[src/rtl/seq_detect_pkg.sv]
// -----------------------------------------------------------------------------
// seq_detect_pkg
//   Shared types and helpers for the serial-pattern detection controller.
//   - state_e       : controller FSM states
//   - DEF_PAT_W     : default maximum pattern length
//   - DEF_CNT_W     : default match target / counter width
//   - len_mask_bit  : one bit of the pattern-length mask (bit idx is inside a
//                     pattern of length len). Callers build the full mask
//                     with a generate loop, so the mask width follows PAT_W.
// -----------------------------------------------------------------------------
package seq_detect_pkg;

  typedef enum logic [1:0] {
    ST_IDLE   = 2'd0,
    ST_LOADED = 2'd1,
    ST_RUN    = 2'd2,
    ST_DONE   = 2'd3
  } state_e;

  localparam int unsigned DEF_PAT_W = 8;
  localparam int unsigned DEF_CNT_W = 8;

  function automatic logic len_mask_bit(input int unsigned len, input int unsigned idx);
    return (idx < len);
  endfunction

endpackage

[src/rtl/seq_shift_cmp.sv]
// -----------------------------------------------------------------------------
// seq_shift_cmp
//   Serial history shift register, fill counter and masked pattern comparator.
//   hit_o is combinational: it compares the stored history plus the bit being
//   presented now, so a hit lands in the same cycle as the final pattern bit.
// Ports
//   clk     : clock
//   reset   : synchronous active-high reset
//   clr_i   : synchronous clear of history and fill (wins over shift_i)
//   shift_i : a qualified serial bit is present this cycle
//   din_i   : serial data bit
//   pat_i   : pattern, bit [len_i-1] first on the wire, bit 0 last
//   len_i   : pattern length (already clamped to 2..PAT_W)
//   ovl_i   : 1 = overlapping detection, 0 = restart fill after a hit
//   hit_o   : raw hit for this cycle
// -----------------------------------------------------------------------------
module seq_shift_cmp
  import seq_detect_pkg::*;
#(
  parameter int unsigned PAT_W = DEF_PAT_W,
  parameter int unsigned LEN_W = $clog2(PAT_W + 1)
) (
  input  logic             clk,
  input  logic             reset,
  input  logic             clr_i,
  input  logic             shift_i,
  input  logic             din_i,
  input  logic [PAT_W-1:0] pat_i,
  input  logic [LEN_W-1:0] len_i,
  input  logic             ovl_i,
  output logic             hit_o
);

  logic [PAT_W-1:0] hist_q, hist_d;
  logic [LEN_W-1:0] fill_q, fill_d;
  logic [PAT_W-1:0] cand;
  logic [PAT_W-1:0] mask;
  logic             enough;

  // Candidate window: history with the incoming bit appended at the LSB.
  assign cand = {hist_q[PAT_W-2:0], din_i};

  for (genvar gi = 0; gi < PAT_W; gi++) begin : g_mask
    assign mask[gi] = len_mask_bit(int'(len_i), gi);
  end

  // The current bit completes the window once len-1 bits are already held.
  assign enough = (fill_q >= (len_i - LEN_W'(1)));
  assign hit_o  = shift_i & enough & ((cand & mask) == (pat_i & mask));

  always_comb begin
    hist_d = hist_q;
    fill_d = fill_q;
    if (clr_i) begin
      hist_d = '0;
      fill_d = '0;
    end else if (shift_i) begin
      hist_d = cand;
      if (hit_o && !ovl_i) begin
        fill_d = '0;
      end else if (fill_q < len_i) begin
        fill_d = fill_q + LEN_W'(1);
      end
    end
  end

  always_ff @(posedge clk) begin
    if (reset) begin
      hist_q <= '0;
      fill_q <= '0;
    end else begin
      hist_q <= hist_d;
      fill_q <= fill_d;
    end
  end

endmodule

[src/rtl/seq_detect_ctrl.sv]
// -----------------------------------------------------------------------------
// seq_detect_ctrl
//   Programmable serial-pattern detection controller. A pattern configuration
//   is accepted over a valid/ready handshake in IDLE, then start runs a
//   Mealy bit detector over the serial stream and counts matches until the
//   programmed target is reached (DONE). stop aborts to IDLE from anywhere.
// Ports
//   clk, reset           : clock, synchronous active-high reset
//   cfg_valid/cfg_ready  : configuration handshake (ready only in IDLE)
//   cfg_pat, cfg_len     : pattern and its length (out-of-range len -> PAT_W)
//   cfg_ovl              : overlapping (1) / non-overlapping (0) detection
//   cfg_target           : matches required for DONE (0 behaves as 1)
//   start, stop          : run control; stop has priority over everything
//   din_valid, din       : serial input
//   busy, match, done    : RUN level, combinational match pulse, DONE level
//   match_cnt            : live saturating match counter, only present when
//                          SEQ_DET_MATCH_CNT_EN is defined
// -----------------------------------------------------------------------------
module seq_detect_ctrl
  import seq_detect_pkg::*;
#(
  parameter int unsigned PAT_W = DEF_PAT_W,
  parameter int unsigned CNT_W = DEF_CNT_W
) (
  input  logic                         clk,
  input  logic                         reset,
  input  logic                         cfg_valid,
  output logic                         cfg_ready,
  input  logic [PAT_W-1:0]             cfg_pat,
  input  logic [$clog2(PAT_W+1)-1:0]   cfg_len,
  input  logic                         cfg_ovl,
  input  logic [CNT_W-1:0]             cfg_target,
  input  logic                         start,
  input  logic                         stop,
  input  logic                         din_valid,
  input  logic                         din,
  output logic                         busy,
  output logic                         match,
  output logic                         done
`ifdef SEQ_DET_MATCH_CNT_EN
  ,
  output logic [CNT_W-1:0]             match_cnt
`endif
);

  localparam int unsigned LEN_W = $clog2(PAT_W + 1);
  localparam logic [LEN_W-1:0] LEN_MIN = LEN_W'(2);
  localparam logic [LEN_W-1:0] LEN_MAX = LEN_W'(PAT_W);

  state_e             state_q, state_d;
  logic [PAT_W-1:0]   pat_q;
  logic [LEN_W-1:0]   len_q;
  logic               ovl_q;
  logic [CNT_W-1:0]   target_q;
  logic [CNT_W-1:0]   cnt_q, cnt_d;

  logic               cfg_fire;
  logic               run_clr;
  logic               shift_en;
  logic               hit;
  logic [LEN_W-1:0]   len_clamped;
  logic [CNT_W-1:0]   eff_target;
  logic [CNT_W:0]     cnt_inc;
  logic               reach;

  assign cfg_fire    = cfg_valid & (state_q == ST_IDLE) & ~stop;
  assign len_clamped = ((cfg_len < LEN_MIN) || (cfg_len > LEN_MAX)) ? LEN_MAX : cfg_len;

  // Clearing history/counters happens on every entry into RUN and on stop.
  assign run_clr  = stop | (start & ((state_q == ST_LOADED) | (state_q == ST_DONE)));
  assign shift_en = (state_q == ST_RUN) & din_valid;

  seq_shift_cmp #(
    .PAT_W (PAT_W),
    .LEN_W (LEN_W)
  ) u_shift_cmp (
    .clk     (clk),
    .reset   (reset),
    .clr_i   (run_clr),
    .shift_i (shift_en),
    .din_i   (din),
    .pat_i   (pat_q),
    .len_i   (len_q),
    .ovl_i   (ovl_q),
    .hit_o   (hit)
  );

  assign match = hit;

  // DONE is judged on the unsaturated increment so a target of all-ones
  // is still reachable.
  assign eff_target = (target_q == '0) ? CNT_W'(1) : target_q;
  assign cnt_inc    = {1'b0, cnt_q} + (CNT_W + 1)'(1);
  assign reach      = (cnt_inc == {1'b0, eff_target});

  always_comb begin
    cnt_d = cnt_q;
    if (run_clr) begin
      cnt_d = '0;
    end else if (hit && !(&cnt_q)) begin
      cnt_d = cnt_inc[CNT_W-1:0];
    end
  end

  always_comb begin
    state_d   = state_q;
    cfg_ready = (state_q == ST_IDLE);
    busy      = (state_q == ST_RUN);
    done      = (state_q == ST_DONE);
    if (stop) begin
      state_d = ST_IDLE;
    end else begin
      unique case (state_q)
        ST_IDLE:   if (cfg_valid)     state_d = ST_LOADED;
        ST_LOADED: if (start)         state_d = ST_RUN;
        ST_RUN:    if (hit && reach)  state_d = ST_DONE;
        ST_DONE:   if (start)         state_d = ST_RUN;
        default:                      state_d = ST_IDLE;
      endcase
    end
  end

  always_ff @(posedge clk) begin
    if (reset) begin
      state_q  <= ST_IDLE;
      pat_q    <= '0;
      len_q    <= LEN_MAX;
      ovl_q    <= 1'b0;
      target_q <= '0;
      cnt_q    <= '0;
    end else begin
      state_q <= state_d;
      cnt_q   <= cnt_d;
      if (cfg_fire) begin
        pat_q    <= cfg_pat;
        len_q    <= len_clamped;
        ovl_q    <= cfg_ovl;
        target_q <= cfg_target;
      end
    end
  end

`ifdef SEQ_DET_MATCH_CNT_EN
  assign match_cnt = cnt_q;
`endif

endmodule
[config.mk]
export PLATFORM = sky130hd
export DESIGN_NAME = seq_detect_ctrl
export DESIGN_NICKNAME = d
export VERILOG_FILES = /design/src/rtl/seq_detect_pkg.sv /design/src/rtl/seq_shift_cmp.sv /design/src/rtl/seq_detect_ctrl.sv
export SDC_FILE = /design/constraint.sdc
export NUM_CORES = 1
export LEC_CHECK = 0
export ABC_CLOCK_PERIOD_IN_PS = 8100
export BUFFER_PORTS_ARGS = -buffer_cell sky130_fd_sc_hd__buf_2
export CAP_MARGIN = 20
export CELL_PAD_IN_SITES_DETAIL_PLACEMENT = 1
export CELL_PAD_IN_SITES_GLOBAL_PLACEMENT = 1
export CORE_ASPECT_RATIO = 1.25
export CORE_UTILIZATION = 35
export CTS_CLUSTER_SIZE = 28
export DETAILED_ROUTE_END_ITERATION = 8
export PLACE_DENSITY = 0.67
export SYNTH_ARGS = -nofsm -noshare
export SYNTH_HDL_FRONTEND = slang
export SYNTH_SLANG_ARGS = --single-unit
[constraint.sdc]
create_clock -name clk -period 8.1 [get_ports clk]
set_clock_uncertainty 0.05 [all_clocks]
set_input_delay 1.62 -clock clk [delete_from_list [all_inputs] [get_ports clk]]
set_output_delay 1.62 -clock clk [all_outputs]
set_load 0.005 [all_outputs]
After elaboration in Yosys (flattened, before gate mapping). Cells that the tools add are included.

Add/subtract/negate cells: 3. $lt $le $gt $ge: 12. Eq/ne operators: 8. Mux-type cells: 8. Bitwise operators: 11. Reduce and logical (&&, ||, !) cells: 15.

Operators by type and width (count): $and 8x8->8 (2); $lt 3x4->1 const A (4); $mux 4 (3); $add 8x1->9 const B (1); $eq 9x8->1 (1); $eq 8x8->1 (1); $logic_not 8->1 (1); $lt 1x4->1 const A (2); $lt 2x4->1 const A (2); $mux 8 (1); $reduce_and 8->1 (1); $and 1x1->1 (6); $mux 2 (3); $pmux 2 s3 (1); $reduce_or 2->1 (3); $add 4x1->4 const B (1); $eq 2x2->1 const B (2); $ge 4x4->1 (1); $gt 4x4->1 const B (1); $lt 4x2->1 const B (1); $lt 4x4->1 (1); $ne 2x1->1 const B (2); $sub 4x1->4 const B (1); $logic_and 1x1->1 (3); other kinds (10) (12).

Flip-flop bits (word level): 42. Input port bits: 28. Word-level logic and storage cells: 65.

Depth between registers and ports, before layout.
Depth in word-level cells: 7. Depth in mapped cells: 12.

Hierarchy. From an unflattened synthesis, not the netlist that was laid out.

Cells, all modules: 270. Area total of the unflattened synthesis: 2298.5 um^2.

By module, submodules not included: seq_detect_ctrl (times used 1, cells each 176, area an instance 1432.6 um^2, seq. area each 620.6 um^2); seq_shift_cmp (times used 1, cells each 94, area an instance 865.8 um^2, seq. area each 220.2 um^2).

Worst setup path after synthesis. No wires, ideal clock.

Path kind: in2out. Start point: input din. End point: output match. Data arrival time: 2.762 ns. Data required time: 6.430 ns. Setup slack: 3.668 ns. Stages: 6. Cell sequence: xnor2_1 > a22oi_1 > a21o_1 > or4_1 > clkbuf_2 > inv_1.

Word-level cells in the longest chain between the ends: 3.

Ends and longest elaborated chain: from (decl) (line seq_detect_ctrl.sv:36) `input logic din,`; $and 8x8->8 (line seq_shift_cmp.sv:49) `assign hit_o = shift_i & enough & ((cand & mask) == (pat_i & mask));`; $eq 8x8->1 (line seq_shift_cmp.sv:49); $and 1x1->1 (line seq_shift_cmp.sv:49); to (decl) (line seq_detect_ctrl.sv:38) `output logic match,`.

Every way passes these cells.

Final worst setup path. Same ends and word-level chain as after synthesis.

==> results.md <==
* TritonCTS Buffers at 5
* Reg-to-Reg End: cnt_q[3]$_SDFFE_PP0P_
* Max-cap violations at 0
* Hold_sp: pat_q[4]$_SDFFE_PP0P_
* Drt drc at 0
* Row Count at 32
* CP required at 6.43 ns
* Worst skew pair latency at 0.30 ns
* Routed vias at between 2000 and 2500
* Num ports at 32
* Critical Path Sink: match
* Hold Buf Count CTS at 0
* Largest net degree at the start of global routing at 25
* R2r setup slk at a little over 5 ns
* Share of post-route cells with drive strength above 1 at 0.143
* Core area at 6250 sq um
* Register area share after synthesis at 0.368
* Worst slack, placed at 3.30 ns
* Post-synth EDFFs at 0
* CTS tree: built
* Power Density at 164 nW/um^2
* Lkg Pwr at 0.00102 uW
* Syn Std Cell Area at 2280 sq um
* Avg WL per Cell at about 15 um
* Max Clk Rate at 209 MHz
* Longest Clk Path Bufs at 2
* Hold_ws at 0.420 ns
* Worst setup EP type: output port
* Status: finished, final reports clean
* Crit Path Max Fanout at 6
* First-pass GRT wire length at 10.1 mm
* Unrepaired setup endpoints after global routing: no
* Synth cell types at between 40 and 50
* Final Cycle Share at 0.590
* Remaining Overflow, GRT at 0
* Die area at between 6000 and 7000 sq um
* H-tree depth at 2
* Rel. slew slack at 0.446
* Reg2Reg Launch Point: len_q[0]$_SDFFE_PP0P_
* Post-route minimum period at 4.78 ns
* Yosys top cell area share at 0.368
* Worst Hold Class: flip-flop to flip-flop
* Post-route ant nets at 0
* Worst-path clk slew at about 0.080 ns
* Crit path from: din
* CP Class: input port to output port
* Clk sinks at 42
* Top post-synthesis cells by area: dfxtp_1, nand2_1, a21oi_1, ha_1, xnor2_1
* Top-count cell post-synth: nand2_1
* Async set-reset flop share out of synthesis at 0
* Root Buffer: clkbuf_8
* Post-Synthesis Cells at around 290
* Dpl hpwl at 4.49 mm
* CTS resizes at 0
* DRT Pass-1 Iters at 4
* Reg2Reg Depth at 10
* Final setup margin at 3.32 ns
* Ys Warns at 0
* Overall routing resource usage at 0.193
* # diodes at 0
* Peak supply drop at 0.0000716 V
* Syn_nets at 329
* FILL cells at 809
* GPL Wtd Cong at 0.808
* Die Ht at roughly 92 um
* Critical Path AT at a little over 3 ns
* DRT Wirelength at 5.86 mm
* Setup TNS at 0 ns
* Starting Density at 0.366
* CP Launch Type: input port
* Iter 0 DRT Violations at 113
* Die W at roughly 74 um
* Vias in the first global route at between 2000 and 2500
* Via/cell ratio at 5.14
* Area Growth Syn to Fin at 14.5%
* Synth cell count leaders: nand2_1, dfxtp_1, a21oi_1
* Final Slew Violations at 0
* Port buffer count at 31
* Final Hold Viols at 0
* Slew @ Worst Pin at 0.828 ns
* Number of synthesized register bits at 42
* Largest area contributor in the netlist: dfxtp_1
* # setup viols final at 0
* Syn_area_per_cell at between 7 and 8 sq um
* Post-synth top flop: dfxtp_1
* Net count reported at finish at 354
* Post-CTS Setup Bufs at 0
* Initial antenna violation count at 0
-- worst min path at each step --
stage,endpoint,cells past startpoint,slack [ns]
5_1_grt,pat_q[5]$_SDFFE_PP0P_,2,0.45
6_report,pat_q[4]$_SDFFE_PP0P_,2,0.42
4_1_cts,pat_q[4]$_SDFFE_PP0P_,2,0.42
3_3_place_gp,pat_q[4]$_SDFFE_PP0P_,2,0.41
2_1_floorplan,target_q[0]$_SDFFE_PP0P_,2,0.39
3_5_place_dp,pat_q[4]$_SDFFE_PP0P_,2,0.41
-- cells in the final DEF, fill, tap and decap left out, types with 3 or more instances in the layout --
cell type / instances
nand3_1: 6
inv_1: 10
nand3b_1: 4
o21a_1: 4
ha_1: 13
o31ai_1: 3
a21oi_1: 34
nor4_1: 3
nor3_1: 13
or3_1: 5
xnor2_1: 16
buf_2: 31
dfxtp_1: 42
nand2_1: 62
nor2_1: 11
or4_1: 3
xor2_1: 8
clkbuf_8: 5
o21ai_0: 7
-- cells by family after synthesis --
| group | synth area share |
|---|---|
| AND/OR/NAND/NOR | 0.244 |
| AO/OA/AOI/OAI | 0.175 |
| flip-flops | 0.368 |
| XOR/XNOR | 0.0920 |
| buffers and inverters | 0.0405 |
| adder cells (fa/ha/maj) | 0.0712 |
| multiplexers | 0.00931 |
-- state kept, by name (all words and copies together), names as in the netlist --
| name | cells |
|---|---|
| target_q | 8 |
| u_shift_cmp.hist_q | 7 |
| cnt_q | 8 |
| u_shift_cmp.fill_q | 4 |
| pat_q | 8 |
| state_q | 2 |
| len_q | 4 |
| ovl_q | 1 |
-- layer usage --
layer  share of wire  global-route usage  routed length [um]  up-vias
li1                -                   -                   -     1051
met1            0.48               0.251                2800      960
met2            0.47               0.320                2760       30
met3           0.032              0.0337                 187        9
met4           0.017              0.0645                 100        0
met5               0                   0                   0        -
-- through the flow --
| step | utilization | cell area, sq um | total power (uW) | cells |
|---|---|---|---|---|
| final | 0.419 | 2620 | 428 | 399 |
| after global routing | 0.419 | 2620 | 446 | 399 |
| after CTS | 0.419 | 2620 | 434 | 399 |
| after detailed placement | 0.401 | 2500 | 264 | 391 |
| after global placement | 0.401 | 2500 | 263 | 391 |
| after floorplan | - | 2280 | 247 | 288 |
-- where the power goes --
group          internal (uW)  total (uW)  switching, uW
Clock                   92.1         169           77.0
Combinational           18.9        41.2           22.3
Sequential               211         217           5.93
Total                    322         428            105
-- final cells by class --
cell class | instances | area (sq um) | share of cell area
Inverter | 10 | 37.5 | 0.0144
Sequential cell | 42 | 841 | 0.322
Clock inverter | 2 | 37.5 | 0.0144
Multi-Input combinational cell | 222 | 1360 | 0.519
Timing Repair Buffer | 32 | 163 | 0.0622
Clock buffer | 6 | 72.6 | 0.0278
Tap cell | 85 | 106 | 0.0407
-- critical path: stages --
cell and delay (ns):
buf_2 0.11, xnor2_1 0.19, nand3_1 0.11, a21o_1 0.18, or4_1 0.64, inv_1 0.13
buf_2 0.12
Power figures use the tool's default switching activity.
